## src/rtl/to_lower_stream_if.sv

```systemverilog
// Byte stream valid/ready bundle shared by the converter input and output sides.
interface to_lower_stream_if;
  logic       valid;
  logic       ready;
  logic [7:0] data;

  modport master (output valid, output data, input  ready);
  modport slave  (input  valid, input  data, output ready);
endinterface

```

## src/rtl/to_lower_stream.sv

```systemverilog
// Streaming ASCII lowercase converter: converts at write into a small FIFO and
// keeps saturating accepted/converted byte counters.
module to_lower_stream #(
  parameter int DEPTH = 4,
  parameter int CNT_W = 16
) (
  input  logic                     clk,
  input  logic                     rst_n,
  to_lower_stream_if.slave         in_if,
  to_lower_stream_if.master        out_if,
  input  logic                     clr_i,
  output logic [$clog2(DEPTH):0]   level_o,
  output logic [CNT_W-1:0]         byte_count_o,
  output logic [CNT_W-1:0]         conv_count_o
);
  localparam int AW = $clog2(DEPTH);
  localparam int LW = AW + 1;

  logic [7:0]       mem_q [DEPTH];
  logic [AW-1:0]    wr_ptr_q, wr_ptr_d, rd_ptr_q, rd_ptr_d;
  logic [LW-1:0]    level_q, level_d;
  logic [CNT_W-1:0] byte_cnt_q, byte_cnt_d, conv_cnt_q, conv_cnt_d;

  logic       push, pop, is_upper;
  logic [7:0] wr_byte;

  assign in_if.ready  = (level_q != LW'(DEPTH));
  assign out_if.valid = (level_q != '0);
  assign out_if.data  = out_if.valid ? mem_q[rd_ptr_q] : 8'h00;

  assign push     = in_if.valid && in_if.ready;
  assign pop      = out_if.valid && out_if.ready;
  assign is_upper = (in_if.data >= 8'd65) && (in_if.data <= 8'd90);
  assign wr_byte  = is_upper ? in_if.data + 8'd32 : in_if.data;

  always_comb begin
    wr_ptr_d   = wr_ptr_q;
    rd_ptr_d   = rd_ptr_q;
    level_d    = level_q;
    byte_cnt_d = byte_cnt_q;
    conv_cnt_d = conv_cnt_q;
    if (push) wr_ptr_d = wr_ptr_q + AW'(1);
    if (pop)  rd_ptr_d = rd_ptr_q + AW'(1);
    case ({push, pop})
      2'b10:   level_d = level_q + LW'(1);
      2'b01:   level_d = level_q - LW'(1);
      default: level_d = level_q;
    endcase
    // clr takes priority over a same-cycle push
    if (clr_i) begin
      byte_cnt_d = '0;
      conv_cnt_d = '0;
    end else if (push) begin
      if (!(&byte_cnt_q))             byte_cnt_d = byte_cnt_q + CNT_W'(1);
      if (is_upper && !(&conv_cnt_q)) conv_cnt_d = conv_cnt_q + CNT_W'(1);
    end
  end

  always_ff @(posedge clk or negedge rst_n) begin
    if (!rst_n) begin
      wr_ptr_q   <= '0;
      rd_ptr_q   <= '0;
      level_q    <= '0;
      byte_cnt_q <= '0;
      conv_cnt_q <= '0;
    end else begin
      wr_ptr_q   <= wr_ptr_d;
      rd_ptr_q   <= rd_ptr_d;
      level_q    <= level_d;
      byte_cnt_q <= byte_cnt_d;
      conv_cnt_q <= conv_cnt_d;
    end
  end

  // Storage needs no reset: level gates everything read from it.
  always_ff @(posedge clk) begin
    if (push) mem_q[wr_ptr_q] <= wr_byte;
  end

  assign level_o      = level_q;
  assign byte_count_o = byte_cnt_q;
  assign conv_count_o = conv_cnt_q;
endmodule

```

## src/flat_wrapper.sv

```systemverilog
// flat-port wrapper written by rule: the top's interface ports become plain ports
module to_lower_stream_flat 
#(
  parameter int DEPTH = 4,
  parameter int CNT_W = 16
)
  (clk, rst_n, clr_i, level_o, byte_count_o, conv_count_o, in_if_valid, in_if_data, in_if_ready, out_if_valid, out_if_data, out_if_ready);
  to_lower_stream_if in_if_i ();
  to_lower_stream_if out_if_i ();
  input  logic clk;
  input  logic rst_n;
  input  logic clr_i;
  output logic [$clog2(DEPTH):0] level_o;
  output logic [CNT_W-1:0] byte_count_o;
  output logic [CNT_W-1:0] conv_count_o;
  input wire logic [$bits(in_if_i.valid)-1:0] in_if_valid;
  input wire logic [$bits(in_if_i.data)-1:0] in_if_data;
  output wire logic [$bits(in_if_i.ready)-1:0] in_if_ready;
  output wire logic [$bits(out_if_i.valid)-1:0] out_if_valid;
  output wire logic [$bits(out_if_i.data)-1:0] out_if_data;
  input wire logic [$bits(out_if_i.ready)-1:0] out_if_ready;
  assign in_if_i.valid = in_if_valid;
  assign in_if_i.data = in_if_data;
  assign in_if_ready = in_if_i.ready;
  assign out_if_valid = out_if_i.valid;
  assign out_if_data = out_if_i.data;
  assign out_if_i.ready = out_if_ready;
  to_lower_stream #(.DEPTH(DEPTH), .CNT_W(CNT_W)) u_core (.clk(clk), .rst_n(rst_n), .in_if(in_if_i), .out_if(out_if_i), .clr_i(clr_i), .level_o(level_o), .byte_count_o(byte_count_o), .conv_count_o(conv_count_o));
endmodule
```

## config.mk

```make
export PLATFORM = sky130hd
export DESIGN_NAME = to_lower_stream_flat
export DESIGN_NICKNAME = d
export VERILOG_FILES = /design/src/rtl/to_lower_stream_if.sv /design/src/rtl/to_lower_stream.sv /design/src/flat_wrapper.sv
export SDC_FILE = /design/constraint.sdc
export NUM_CORES = 1
export LEC_CHECK = 0
export CORE_ASPECT_RATIO = 0.8
export CORE_MARGIN = 1.5
export CORE_UTILIZATION = 45
export CTS_BUF_LIST = sky130_fd_sc_hd__clkbuf_2 sky130_fd_sc_hd__clkbuf_4 sky130_fd_sc_hd__clkbuf_8
export CTS_CLUSTER_SIZE = 16
export DETAILED_ROUTE_END_ITERATION = 10
export GPL_ROUTABILITY_DRIVEN = 0
export GPL_TIMING_DRIVEN = 0
export PLACE_DENSITY_LB_ADDON = 0.15
export SKIP_LAST_GASP = 1
export SLEW_MARGIN = 40
export SYNTH_ARGS = -nofsm -noshare
export SYNTH_HDL_FRONTEND = slang
export SYNTH_SLANG_ARGS = --single-unit
```

## constraint.sdc

```tcl
create_clock -name clk -period 6.9 [get_ports clk]
set_input_delay 1.38 -clock clk [delete_from_list [all_inputs] [get_ports clk]]
set_output_delay 1.38 -clock clk [all_outputs]
set_load 0.1 [all_outputs]
```

### Yosys cells after proc, flatten, opt, wreduce, memory -nomap -nowiden

Memory sizes are Yosys's and may differ from the RTL's.
Index checks and enable logic that the tools add are counted.

| word-level totals | value |
|---|---|
| bits in registers | 39 |
| bits in latches | 0 |
| RAM bits | 32 |
| ROM bits | 0 |
| input bits | 13 |
| output and inout port bits | 45 |
| logic and storage cells | 43 |
| memories | 1 |

Memories:

| memory | depth | bits a word | rd ports | clocked after Yosys merged registers in | wr ports | RTL line | text |
|---|---|---|---|---|---|---|---|
| u_core.mem_q | 4 | 8 | 1 | 0 | 1 | to_lower_stream.sv:19 | `logic [7:0] mem_q [DEPTH];` |

| operators by class | value |
|---|---|
| $add $sub $neg | 7 |
| multiply operators | 0 |
| div/mod/pow operators | 0 |
| magnitude comparators | 2 |
| equality and inequality tests | 4 |
| shift-type cells | 0 |
| multiplexer cells | 11 |
| bitwise gates (word level) | 0 |
| reduce and logical (&&, ||, !) cells | 13 |

Operators by type and width:

| cell | count |
|---|---|
| $mux 16 | 6 |
| $add 16x1->16 const B | 2 |
| $reduce_and 16->1 | 2 |
| $mux 8 | 2 |
| $add 8x6->8 const B | 1 |
| $ge 8x7->1 const B | 1 |
| $le 8x7->1 const B | 1 |
| $pmux 3 s2 | 1 |
| $reduce_bool 2->1 | 3 |
| $add 2x1->2 const B | 2 |
| $logic_and 1x1->1 | 4 |
| $reduce_and 2->1 | 2 |
| $add 3x1->3 const B | 1 |
| $ne 3x3->1 const B | 1 |
| $reduce_bool 3->1 | 1 |
| $sub 3x1->3 const B | 1 |
| $eq 2x1->1 const B | 1 |
| $eq 2x2->1 const B | 1 |
| $mux 1 | 2 |
| $ne 2x2->1 const B | 1 |
| $logic_not 1->1 | 1 |

### Depth between registers and ports, before layout

Gate-level depths: netlist of the first run.

| depth | value |
|---|---|
| word-level depth | 6 |
| mapped depth | 11 |
| depth with buffers taken out | 9 |

### Worst setup path before layout of the first run

OpenSTA, ideal clock, no wires.

| timing | value |
|---|---|
| kind | reg2out |
| start point | register u_core.level_q[0] (netlist: u_core.level_o[0]) |
| end point | output out_if_data[0] |
| arrival time | 3005 ps |
| data required time | 5520 ps |
| setup slack | 2515 ps |
| stages on the path, launching flop included | 4 |
| path buffers | 1 |
| cell sequence | dfrtp_1 -> or3_1 -> clkbuf_1 -> and2_1 |

| between the ends | value |
|---|---|
| word-level cells in the longest chain between the ends | 2 |

Ends and longest elaborated chain:

| what | RTL line | text |
|---|---|---|
| start, declared | to_lower_stream.sv:21 | `logic [LW-1:0] level_q, level_d;` |
| start signal, assigned | to_lower_stream.sv:69 | `level_q <= level_d;` |
| $reduce_bool 3->1 | to_lower_stream.sv:28 | `assign out_if.valid = (level_q != '0);` |
| named net out_if_valid | flat_wrapper.sv:19 | `output wire logic [$bits(out_if_i.valid)-1:0] out_if_valid;` |
| $mux 8 | to_lower_stream.sv:29 | `assign out_if.data = out_if.valid ? mem_q[rd_ptr_q] : 8'h00;` |
| end, declared | flat_wrapper.sv:20 | `output wire logic [$bits(out_if_i.data)-1:0] out_if_data;` |

The timed path passes the listed nets, and every way through them passes these cells.

### Final worst setup path of the first run

| timing | value |
|---|---|
| start point | register u_core.rd_ptr_q[0] |
| end point | output out_if_data[6] |

| between the ends | value |
|---|---|
| word-level cells in the longest chain between the ends | 2 |

Ends and longest elaborated chain:

| what | RTL line | text |
|---|---|---|
| start, declared | to_lower_stream.sv:20 | `logic [AW-1:0] wr_ptr_q, wr_ptr_d, rd_ptr_q, rd_ptr_d;` |
| start signal, assigned | to_lower_stream.sv:68 | `rd_ptr_q <= rd_ptr_d;` |
| $mem_v2 4x8 | - |  |
| $mux 8 | to_lower_stream.sv:29 |  |

No other way between the ends.

==> summary.txt, run 1 <==
Die
  – Ports: 58
  – Die area: 0.00856 mm2
  – Area of the core: 0.00757 mm2
  – Site Rows: 28
  – Die width: 103 um
  – Starting density of the core: 47.7%
  – Die Ht: 83.1 um

Worst setup path
  – WP data required: 5520 ps
  – Crit path DAT: 2010 ps
  – Crit-path leading delay family: buffers and inverters
  – Crit end category: primary output
  – CP Max Fanout: 10
  – Critical path cell sequence: clkbuf_2 > mux4_2 > and2_1 > buf_2
  – Slowest cell on crit path: mux4_2
  – Buf/Inv on CP: 2
  – Crit path launch type: flop
  – CP peak stage delay: 560 ps
  – Kind of critical path: flop to primary output

Timing
  – Slew Limit Fails: 0
  – RSZ-0062 raised after global routing: no
  – Clk_skew: 8.02 ps
  – Hold Violations, Final: 0
  – Total negative slack: 0 ps
  – Fmax: 0.295 GHz
  – Fin crit share: 49.2%
  – Worst-margin pin slew: 558 ps
  – Final setup viols: 0
  – Clock period minus final worst setup slack: 3390 ps
  – Rel. slew slack: 62.7%
  – Setup WS post-layout: 3510 ps

Pwr
  – Leak: 0.00173 uW
  – Power Dens Cells: 368 mW/mm2
  – Peak supply drop: 0.000230 V

Finish
  – Multi-input gate area: 0.00156 mm2
  – Fraction of layout cells with a size suffix above 1: 22.3%
  – Most frequent cells in the layout: buf_2, dfrtp_1, edfxtp_1, nor2_1, nand2_1
  – Fill count: 696
  – Syn-to-layout area delta: 18.6%
  – Register area: 0.00194 mm2
  – ANT cells: 0
  – Final #Nets: 398
  – Most common cell after layout, fill and taps aside: buf_2

Clock network
  – Setup Fix Bufs, Post-CTS: 0
  – H-tree depth: 3
  – Post-CTS Resized: 0
  – Post-CTS Hold Buffers: 0
  – Clk sinks: 71
  – Clock tree buffer depth: 2
  – Clk Latency, worst-skew pair: 350 ps
  – Root buf cell: clkbuf_8
  – CTS tree: built
  – Clock Pin Slew Worst Setup and Hold Paths: 80 ps
  – CTS Buf Count: 9

Route
  – Initial DRC count: 109
  – Routed vias: 2,701
  – Final ANT Viol Nets: 0
  – DR DRC count: 0
  – Final wirelength: 7.56 mm
  – DR pass1 iterations: 4
  – Post-DR vias/cell: 5.56
  – Wire length per cell: 15.6 um

Logic synthesis
  – Async SR Flop Fraction: 54.9%
  – Yosys reg bits: 71
  – Seq/Total Area, Yosys: 53.7%
  – Post-synthesis cell area: 0.00361 mm2
  – Avg Synthesized Cell Area: 11.7 um2
  – Syn nets: 330
  – Post-synth EDFFs: 32
  – Dominant synthesized flop cell: dfrtp_1
  – Netlist cell types: 50
  – Synth Warn #: 0
  – Gate Count Post-Synth: 308

Global route
  – GRT overflow: 0
  – Global-route wire length before repair: 12.5 mm
  – Pin count of the biggest net entering global routing: 40
  – Vias in the first global route: 2,503
  – Antenna violations before repair: 0
  – GRT Util Overall: 18.9%

Outcome
  – Status: completed

Place
  – HPWL after DPL: 5.38 mm
  – Pre-CTS WS: 3200 ps
  – I/O Buffers: 57

Job
  – # Max-Cap Violations: 0

Min path
  – Worst Hold Class: flop to flop
-- kinds of logic after synthesis --
group | count (synthesis) | synth area share, %
flip-flops | 71 | 53.7
AO/OA/AOI/OAI | 46 | 8.40
XOR/XNOR | 14 | 3.40
multiplexers | 18 | 7.98
buffers and inverters | 27 | 3.16
adder cells (fa/ha/maj) | 9 | 3.33
AND/OR/NAND/NOR | 123 | 20.0
-- worst reg2reg max path, stage by stage, from the launching register on --
cell      delay (ps)
dfrtp_1          410
or3b_1           400
buf_2            200
and2_1           170
clkbuf_2         160
inv_1            200
ha_1             220
inv_1             60
fa_1             370
xor2_1           150
nor2_1           110
xor2_1           150
-- where the power goes --
group / switching (uW) / internal (uW)
Combinational: 549 / 163
Sequential: 25.4 / 509
Clock: 160 / 167
-- worst paths after layout --
kind                                                start                        endpoint  slack, ps  cells after the start
max                        u_core.rd_ptr_q[0]$_DFFE_PN0P_                  out_if_data[6]       3510                      4
min                         u_core.level_o[2]$_DFFE_PN0P_   u_core.level_o[2]$_DFFE_PN0P_        500                      1
max reg2reg                 u_core.level_o[1]$_DFFE_PN0P_   u_core.level_o[2]$_DFFE_PN0P_       4230                     11
min reg2reg                 u_core.level_o[2]$_DFFE_PN0P_   u_core.level_o[2]$_DFFE_PN0P_        500                      1
max in group asynchronous                           rst_n  u_core.wr_ptr_q[1]$_DFFE_PN0P_       5530                      1
min in group asynchronous                           rst_n   u_core.level_o[1]$_DFFE_PN0P_       1000                      1
-- metrics by stage --
step	power [uW]	instance area (um2)	std cells	hold slack (ps)	utilization, %
global route	1650	4280	486	531	56.5
global placement	1300	4310	470	495	56.9
detailed placement	1260	4080	470	495	53.9
finish	1570	4280	486	503	56.5
CTS	1590	4280	486	507	56.5
floorplan	1140	3610	308	580	-
-- registers in the layout (all words and copies together), names as in the netlist --
register             cells
u_core.conv_count_o     16
u_core.byte_count_o     16
u_core.wr_ptr_q          2
u_core.level_o           3
u_core.mem_q            32
u_core.rd_ptr_q          2
-- synth_stat cells (3+ instances only) --
master    number  area, um2
a21oi_1       17       85.1
a311oi_1       3       26.3
and2_1        13       81.3
and3_1         6       37.5
and4_1         8       70.1
buf_2          3       15.0
clkbuf_1       8       30.0
dfrtp_1       39        976
edfxtp_1      32        961
ha_1           8        100
inv_1         13       48.8
mux2_2         6       67.6
mux2i_1        4       40.0
mux4_2         8        180
nand2_1       19       71.3
nand3_1        9       45.0
nand4_1        8       50.1
nor2_1        24       90.1
nor2b_1        7       43.8
nor4_1         4       25.0
o21ai_0        5       25.0
o31ai_1        8       60.1
o41ai_1        4       35.0
or4_1          8       60.1
xnor2_1       10       87.6
xor2_1         4       35.0
-- layout make-up --
type	count	area share (%)
Tap cell	105	3.07
Buffer	14	1.55
Timing Repair Buffer	57	8.02
Clock inverter	7	1.67
Clock buffer	9	2.90
Multi-Input combinational cell	210	36.4
Sequential cell	71	45.3
Inverter	13	1.14
-- layer usage --
layer | track usage (%) | vias to the layer above | wire, um | part of all wire (%)
met5 | 0 | - | 0 | 0
met4 | 5.28 | 0 | 89 | 1.2
met3 | 5.05 | 8 | 317 | 4.2
met2 | 28.4 | 63 | 3420 | 45
met1 | 27.0 | 1337 | 3730 | 49
li1 | - | 1293 | - | -
(Power assumes the default switching activity.)
==> run 2, diff against run 1 <==
==> constraint.sdc (replaced) <==
create_clock -name clk -period 3.3 [get_ports clk]
set_input_delay 0.66 -clock clk [delete_from_list [all_inputs] [get_ports clk]]
set_output_delay 0.66 -clock clk [all_outputs]
set_load 0.1 [all_outputs]
==> summary.txt, run 2 (same netlist as run 1, synthesis figures left out) <==
Timing
  – Fmax: 0.374 GHz
  – Worst-margin pin slew: 560 ps
  – RSZ-0062 raised after global routing: no
  – Hold Violations, Final: 0
  – Final setup viols: 0
  – Clk_skew: 7.28 ps
  – Clock period minus final worst setup slack: 2670 ps
  – Rel. slew slack: 62.7%
  – Slew Limit Fails: 0
  – Total negative slack: 0 ps
  – Fin crit share: 81.0%

Die
  – Ports: 58
  – Site Rows: 28
  – Die area: 0.00856 mm2
  – Starting density of the core: 47.7%
  – Die width: 103 um
  – Area of the core: 0.00757 mm2
  – Die Ht: 83.1 um

Worst setup path
  – Crit end category: primary output
  – Worst reg2reg endpoint: u_core.level_o[2]$_DFFE_PN0P_
  – Crit path launch type: flop
  – Crit path DAT: 2010 ps
  – Kind of critical path: flop to primary output
  – Reg2Reg Depth: 11
  – Flop-to-flop setup slack: 640 ps
  – Critical path origin: u_core.rd_ptr_q[0]$_DFFE_PN0P_
  – WP data required: 2640 ps
  – FF-to-FF Start: u_core.level_o[0]$_DFFE_PN0P_
  – CP Max Fanout: 10

Route
  – Routed vias: 2,677
  – Final ANT Viol Nets: 0
  – Post-DR vias/cell: 5.51
  – Final wirelength: 7.62 mm
  – Initial DRC count: 103
  – Wire length per cell: 15.7 um
  – DR DRC count: 0
  – DR pass1 iterations: 4

Place
  – I/O Buffers: 57
  – HPWL after DPL: 5.40 mm

Finish
  – Final #Nets: 398
  – Largest reg by FF count: u_core.mem_q
  – ANT cells: 0
  – Most frequent cells in the layout: buf_2, dfrtp_1, edfxtp_1, nor2_1, nand2_1
  – Fraction of layout cells with a size suffix above 1: 22.8%
  – Max reg flops: 32
  – Syn-to-layout area delta: 18.4%
  – Most common cell after layout, fill and taps aside: buf_2

Global route
  – Pin count of the biggest net entering global routing: 40
  – Antenna violations before repair: 0
  – GRT Util Overall: 19.1%
  – Global-route wire length before repair: 12.7 mm
  – Vias in the first global route: 2,520
  – GRT overflow: 0

Pwr
  – Flop pwr share: 34.3%
  – Clock power frac: 20.3%
  – Internal power: 1690 uW
  – Net Sw Frac: 48.3%
  – Comb power frac: 45.4%
  – Power Dens Cells: 767 mW/mm2
  – Power Total: 3270 uW
  – Switching Power: 1580 uW
  – Peak supply drop: 0.000465 V
  – Leak: 0.00173 uW

Clock network
  – CTS tree: built
  – Clk Latency, worst-skew pair: 350 ps
  – Clk sinks: 71
  – CTS Buf Count: 9
  – Clock tree buffer depth: 2
  – H-tree depth: 3
  – Setup Fix Bufs, Post-CTS: 0
  – Post-CTS Hold Buffers: 0
  – Post-CTS Resized: 0
  – Clock Pin Slew Worst Setup and Hold Paths: 80 ps
  – Root buf cell: clkbuf_8

Min path
  – Worst Hold Class: input port to async pin

Outcome
  – Status: completed

Job
  – # Max-Cap Violations: 0
## run 2: layer usage
layer	routed length, um	track usage, %	vias up
li1	-	-	1303
met2	3410	28.2	75
met5	0	0	-
met3	351	4.46	8
met1	3770	28.0	1291
met4	87	5.53	0
## run 2: area by class of cell
class	count	area [um2]
plain buffers	14	67.6
fillers	665	3300
clock inverters	7	63.8
inverters	13	48.8
multi-input cells	210	1560
well taps	105	131
flip-flops and latches	71	1940
clock buffers	9	124
repair buffers	57	343
## run 2: worst max-delay path by stage
stage	end	cells after the start	slack [ps]
6_report	out_if_data[6]	4	630
4_1_cts	out_if_data[6]	4	270
5_1_grt	u_core.level_o[2]$_DFFE_PN0P_	11	440
3_5_place_dp	u_core.level_o[2]$_DFFE_PN0P_	10	330
2_1_floorplan	u_core.level_o[2]$_DFFE_PN0P_	11	50
3_3_place_gp	out_if_data[6]	4	-7
## run 2: power groups by stage
stage	combinational [uW]	sequential, uW	clock (uW)
after floorplan	1090	1300	0
after global placement	1590	1130	0
after detailed placement	1500	1140	0
after CTS	1500	1120	685
after global routing	1580	1140	726
final	1490	1120	664
## run 2: per-stage QoR
step / instances / setup slack, ps / hold WS (ps) / util (%) / area (um2)
final: 486 / 627 / 270 / 56.4 / 4270
after global routing: 486 / 438 / 316 / 56.4 / 4270
after floorplan: 308 / 45.7 / 364 / - / 3610
after CTS: 486 / 268 / 292 / 56.4 / 4270
after global placement: 470 / -7.11 / 487 / 56.9 / 4310
after detailed placement: 470 / 334 / 497 / 53.9 / 4080
## run 2: worst max-delay path, cell delays in order, from the launching register on
cell and delay, ps:
dfrtp_1 320, clkbuf_2 330, mux4_2 560, and2_1 170, buf_2 280
